### config.mk
export PLATFORM = sky130hd
export DESIGN_NAME = fft8_stream_ctrl
export DESIGN_NICKNAME = d
export VERILOG_FILES = /design/src/rtl/fft_pkg.sv /design/src/rtl/fft8_stream_ctrl.sv
export SDC_FILE = /design/constraint.sdc
export NUM_CORES = 1
export LEC_CHECK = 0
export CAP_MARGIN = 30
export CORE_MARGIN = 3
export CORE_UTILIZATION = 45
export CTS_CLUSTER_SIZE = 10
export DETAILED_ROUTE_END_ITERATION = 16
export DONT_BUFFER_PORTS = 1
export GPL_ROUTABILITY_DRIVEN = 0
export PLACE_DENSITY = 0.64
export REMOVE_ABC_BUFFERS = 1
export SLEW_MARGIN = 20
export SYNTH_ARGS = -nofsm -noshare
export SYNTH_HDL_FRONTEND = slang
export SYNTH_SLANG_ARGS = --single-unit
### constraint.sdc
create_clock -name clk -period 2.45 [get_ports clk]
set_input_delay 0.3675 -clock clk [delete_from_list [all_inputs] [get_ports clk]]
set_output_delay 0.3675 -clock clk [all_outputs]
set_load 0.02 [all_outputs]
### src/rtl/fft_pkg.sv
// Shared FFT definitions: default sizes, the controller state encoding and
// the bit-reversal helper used to map natural-order bins onto core slots.
package fft_pkg;

  localparam int FFT_N     = 8;
  localparam int FFT_WIDTH = 12;

  typedef enum logic [1:0] {
    ST_LOAD,
    ST_START,
    ST_WAIT,
    ST_UNLOAD
  } fft_state_e;

  // Reverses the low aw bits of value; bits above aw come back as zero.
  function automatic logic [31:0] bitrev(input logic [31:0] value, input int aw);
    logic [31:0] r;
    r = '0;
    for (int i = 0; i < 32; i++) begin
      if (i < aw) r[i] = value[aw-1-i];
    end
    return r;
  endfunction

endpackage

### src/rtl/fft8_stream_ctrl.sv
// Frame sequencer around the FFT core: streams N samples into the core, starts it,
// waits for done under a watchdog, then streams N bins out in natural order.
module fft8_stream_ctrl
  import fft_pkg::*;
#(
  parameter int N          = FFT_N,
  parameter int WIDTH      = FFT_WIDTH,
  parameter int OUT_BITREV = 1,
  parameter int TIMEOUT    = 64
) (
  input  logic                     clk,
  input  logic                     rst,
  input  logic                     s_valid,
  output logic                     s_ready,
  input  logic [WIDTH-1:0]         s_re,
  input  logic [WIDTH-1:0]         s_im,
  input  logic                     s_last,
  output logic                     m_valid,
  input  logic                     m_ready,
  output logic [WIDTH-1:0]         m_re,
  output logic [WIDTH-1:0]         m_im,
  output logic                     m_last,
  output logic                     core_load,
  output logic [$clog2(N)-1:0]     core_load_addr,
  output logic [WIDTH-1:0]         core_data_re,
  output logic [WIDTH-1:0]         core_data_im,
  output logic                     core_start,
  input  logic                     core_done,
  output logic [$clog2(N)-1:0]     core_out_addr,
  input  logic [WIDTH-1:0]         core_out_re,
  input  logic [WIDTH-1:0]         core_out_im,
  output logic                     err_len,
  output logic                     err_timeout,
  output logic [15:0]              frame_cnt
);

  localparam int AW = $clog2(N);
  localparam int WW = $clog2(TIMEOUT);

  fft_state_e       state_q, state_d;
  logic [AW-1:0]    in_cnt_q, in_cnt_d;
  logic [AW-1:0]    out_cnt_q, out_cnt_d;
  logic [WW-1:0]    wd_cnt_q, wd_cnt_d;
  logic [15:0]      frame_cnt_q, frame_cnt_d;

  always_ff @(posedge clk) begin
    if (rst) begin
      state_q     <= ST_LOAD;
      in_cnt_q    <= '0;
      out_cnt_q   <= '0;
      wd_cnt_q    <= '0;
      frame_cnt_q <= '0;
    end else begin
      state_q     <= state_d;
      in_cnt_q    <= in_cnt_d;
      out_cnt_q   <= out_cnt_d;
      wd_cnt_q    <= wd_cnt_d;
      frame_cnt_q <= frame_cnt_d;
    end
  end

  // All strobes and valids are gated by rst so they drop in the reset cycle itself.
  always_comb begin
    state_d        = state_q;
    in_cnt_d       = in_cnt_q;
    out_cnt_d      = out_cnt_q;
    wd_cnt_d       = wd_cnt_q;
    frame_cnt_d    = frame_cnt_q;
    s_ready        = 1'b0;
    m_valid        = 1'b0;
    m_last         = 1'b0;
    m_re           = core_out_re;
    m_im           = core_out_im;
    core_load      = 1'b0;
    core_load_addr = in_cnt_q;
    core_data_re   = s_re;
    core_data_im   = s_im;
    core_start     = 1'b0;
    core_out_addr  = '0;
    err_len        = 1'b0;
    err_timeout    = 1'b0;

    if (!rst) begin
      case (state_q)
        ST_LOAD: begin
          s_ready = 1'b1;
          if (s_valid) begin
            core_load = 1'b1;
            if (in_cnt_q == AW'(N-1)) begin
              // A full frame is processed even when s_last is missing.
              state_d  = ST_START;
              in_cnt_d = '0;
              err_len  = !s_last;
            end else if (s_last) begin
              in_cnt_d = '0;
              err_len  = 1'b1;
            end else begin
              in_cnt_d = in_cnt_q + 1'b1;
            end
          end
        end
        ST_START: begin
          core_start = 1'b1;
          wd_cnt_d   = '0;
          state_d    = ST_WAIT;
        end
        ST_WAIT: begin
          if (core_done) begin
            state_d   = ST_UNLOAD;
            out_cnt_d = '0;
          end else if (wd_cnt_q == WW'(TIMEOUT-1)) begin
            err_timeout = 1'b1;
            state_d     = ST_LOAD;
          end else begin
            wd_cnt_d = wd_cnt_q + 1'b1;
          end
        end
        ST_UNLOAD: begin
          m_valid = 1'b1;
          if (OUT_BITREV != 0) core_out_addr = AW'(bitrev(32'(out_cnt_q), AW));
          else                 core_out_addr = out_cnt_q;
          m_last = (out_cnt_q == AW'(N-1));
          if (m_ready) begin
            out_cnt_d = out_cnt_q + 1'b1;
            if (m_last) begin
              frame_cnt_d = frame_cnt_q + 16'd1;
              state_d     = ST_LOAD;
            end
          end
        end
        default: state_d = ST_LOAD;
      endcase
    end
  end

  assign frame_cnt = rst ? 16'd0 : frame_cnt_q;

endmodule

==> flow_summary.json <==
{
  "finalWirelength_um": 5880,
  "fp.dieArea_um2": 5360,
  "cts_tree": "built",
  "synth_top_flop_cell": "dfxtp_1",
  "finalNonFillerCells": 251,
  "critPathRequiredTime_ns": 2.08,
  "dpl.hpwl_um": 4830,
  "rsz0062_at_grt": "no",
  "cts_setup_buffers": 0,
  "mostFrequentLayoutCell": "dfxtp_1",
  "synthArstFlopShare_pct": 0,
  "hold_viol": 0,
  "reg2reg_depth": 4,
  "grt_pass1_vias": 1318,
  "setup_ws_ns": 0.337,
  "start_util_pct": 48.7,
  "min_period_ns": 2.11,
  "min_path_type": "in -> reg",
  "grt_usage_pct": 22.3,
  "r2r_setup_slack_ns": 0.48,
  "synth_seq_area_share_pct": 29.6,
  "clkPwrFrac_pct": 41.9,
  "synth_edf_count": 0,
  "num_rows": 23,
  "leakage_uw": 0.000670,
  "startpoint_type": "register",
  "worst_ep_arrival_time_ns": 1.75,
  "setup_violations": 0,
  "wl_per_cell_um": 23.4,
  "timing.fmax_mhz": 473,
  "maxSlewHeadroom_pct": 61.7,
  "cap_violations": 0,
  "clk_latency_ns": 0.28,
  "worstReg2RegEnd": "frame_cnt_q[13]",
  "htree_levels": 2,
  "ys_seq_elements": 30,
  "post-place-ws_ns": 0.481,
  "drc": 0,
  "yosys.area.top_type_share_pct": 29.6,
  "clockRootBuffer": "clkbuf_8",
  "seqPwrFrac_pct": 55.9,
  "viasPerCell": 5.58,
  "fin_nets": 261,
  "grt_start_max_net_pins": 47,
  "die_w_um": 73.2,
  "worstHoldStart": "rst",
  "drive_gt1_share_pct": 9.95,
  "core_area_um2": 4170,
  "yosys-top-cells-area": "dfxtp_1 30%, buf_4 18%, nor2_1 5.2%, ha_1 3.7%, nor2b_1 3.7%",
  "drt_iter0_drc": 56,
  "cts_buffers": 5,
  "power.density_nw_per_um2": 493,
  "synth.cell_area_um2": 2030,
  "final_cell_mix": "30 x dfxtp_1, 28 x nor2_1, 19 x nand2_1, 12 x nor2b_1, 12 x nand3_1",
  "diodes": 0,
  "synth_area_leader_cell": "dfxtp_1",
  "worst_slew_pin_slew_ns": 0.573,
  "slew_viol_final": 0,
  "sw_frac_of_total_pct": 22.0,
  "skew_ns": 0.00561,
  "ios": 131,
  "clkSlewWorstSetupHoldPaths_ns": 0.06,
  "area_growth_syn_to_layout_pct": -12.0,
  "p_comb_share_pct": 2.2,
  "switching_power_uw": 194,
  "p_int_uw": 687,
  "cts_sinks": 30,
  "ir_worst_vdd_v": 0.000294,
  "status": "complete, no violations",
  "r2r_start": "state_q[0]",
  "placedCellCount": 244,
  "postSynthAreaPerCell_um2": 8.16,
  "period_share_pct": 86.2,
  "cts.path.max_buffers": 2,
  "path_max_fanout": 17,
  "num_vias": 1400,
  "io_buffers": 0,
  "grt_pass1_wl_um": 8380,
  "synth_cell_types": 44,
  "crit_type": "reg -> out",
  "ys_warn_count": 0,
  "postRouteAntennaNets": 0,
  "die_h_um": 73.2,
  "synthCells": 249,
  "gr-total-overflow": 0,
  "holdPathEnd": "frame_cnt_q[4]",
  "tns_ns": 0,
  "hold_path_depth": 1,
  "utilization_pct": 42.8,
  "cts_hold_buf": 0,
  "crit_path_end_kind": "output port",
  "antenna_found_initial": 0,
  "ctsResizeCount": 0,
  "firstDrtPassIters": 4
}
-- metal layers --
metal / GRT usage (%) / wire (um)
met5: 11.1 / 52
met1: 21.2 / 1990
met2: 26.2 / 2050
met4: 6.76 / 65
met3: 30.7 / 1720
-- kinds of logic (layout without fill, tap and decap cells) --
family / Yosys count / count (layout) / share of synthesized area, %
flip-flops: 30 / 30 / 29.6
AO/OA/AOI/OAI: 23 / 23 / 7.02
multiplexers: 7 / 7 / 3.88
XOR/XNOR: 11 / 11 / 4.74
buffers and inverters: 65 / 17 / 21.4
adder cells (fa/ha/maj): 6 / 6 / 3.69
AND/OR/NAND/NOR: 107 / 107 / 29.7
-- cell type report --
type / count / area [um^2]
Inverter: 7 / 26.3
Sequential cell: 30 / 601
Timing Repair Buffer: 3 / 22.5
Tap cell: 50 / 62.6
Clock inverter: 2 / 10.0
Fill cell: 424 / 2380
Multi-Input combinational cell: 154 / 997
Clock buffer: 5 / 68.8
-- synthesized netlist by cell type (2+ instances only) --
cell,number
nand3_1,12
buf_1,3
nor3_1,8
and2_1,6
clkbuf_1,4
a31oi_1,2
dfxtp_1,30
mux2_1,4
buf_2,2
nand2_1,19
a21oi_1,11
ha_1,6
and3_1,3
xnor2_1,7
or3_1,2
o21ai_0,2
nand4_1,4
xor2_1,4
nor2b_1,12
mux2_2,3
buf_4,48
nand4_4,2
nor2_1,28
inv_1,7
-- power by group through the flow --
stage | logic [uW] | clock network (uW) | registers, uW
3_3_place_gp | 19.1 | 0 | 503
6_report | 19.3 | 369 | 492
3_5_place_dp | 19.1 | 0 | 503
5_1_grt | 21.6 | 401 | 492
4_1_cts | 19.3 | 382 | 492
2_1_floorplan | 15.4 | 0 | 503
-- worst max-delay path by stage --
| stage | from | end | depth (start not counted) |
|---|---|---|---|
| 2_1_floorplan | state_q[0] | err_len | 2 |
| 3_3_place_gp | out_cnt_q[0] | frame_cnt_q[13] | 6 |
| 3_5_place_dp | state_q[0] | frame_cnt_q[13] | 4 |
| 4_1_cts | state_q[0] | core_out_addr[0] | 4 |
| 5_1_grt | state_q[0] | core_out_addr[0] | 4 |
| 6_report | state_q[0] | core_out_addr[0] | 4 |
-- state kept, by name (all words and copies together), names as in the netlist --
name and cells:
frame_cnt_q 16, wd_cnt_q 6, core_load_addr 3, out_cnt_q 3
state_q 2
-- through the flow --
| stage | area [um^2] | total power (uW) | hold WS [ns] |
|---|---|---|---|
| finish | 1790 | 881 | 0.160 |
| global route | 1790 | 915 | 0.145 |
| CTS | 1790 | 893 | 0.146 |
| detailed placement | 1710 | 522 | 0.445 |
| global placement | 1710 | 522 | 0.445 |
| floorplan | 1620 | 518 | 0.437 |
-- worst max-delay path, cell delays in order, from the launching register on --
cell     delay [ns]
dfxtp_1        0.68
nand2_1        0.19
nor2_1         0.17
buf_4          0.18
and2_1         0.25
(Power assumes the default switching activity.)
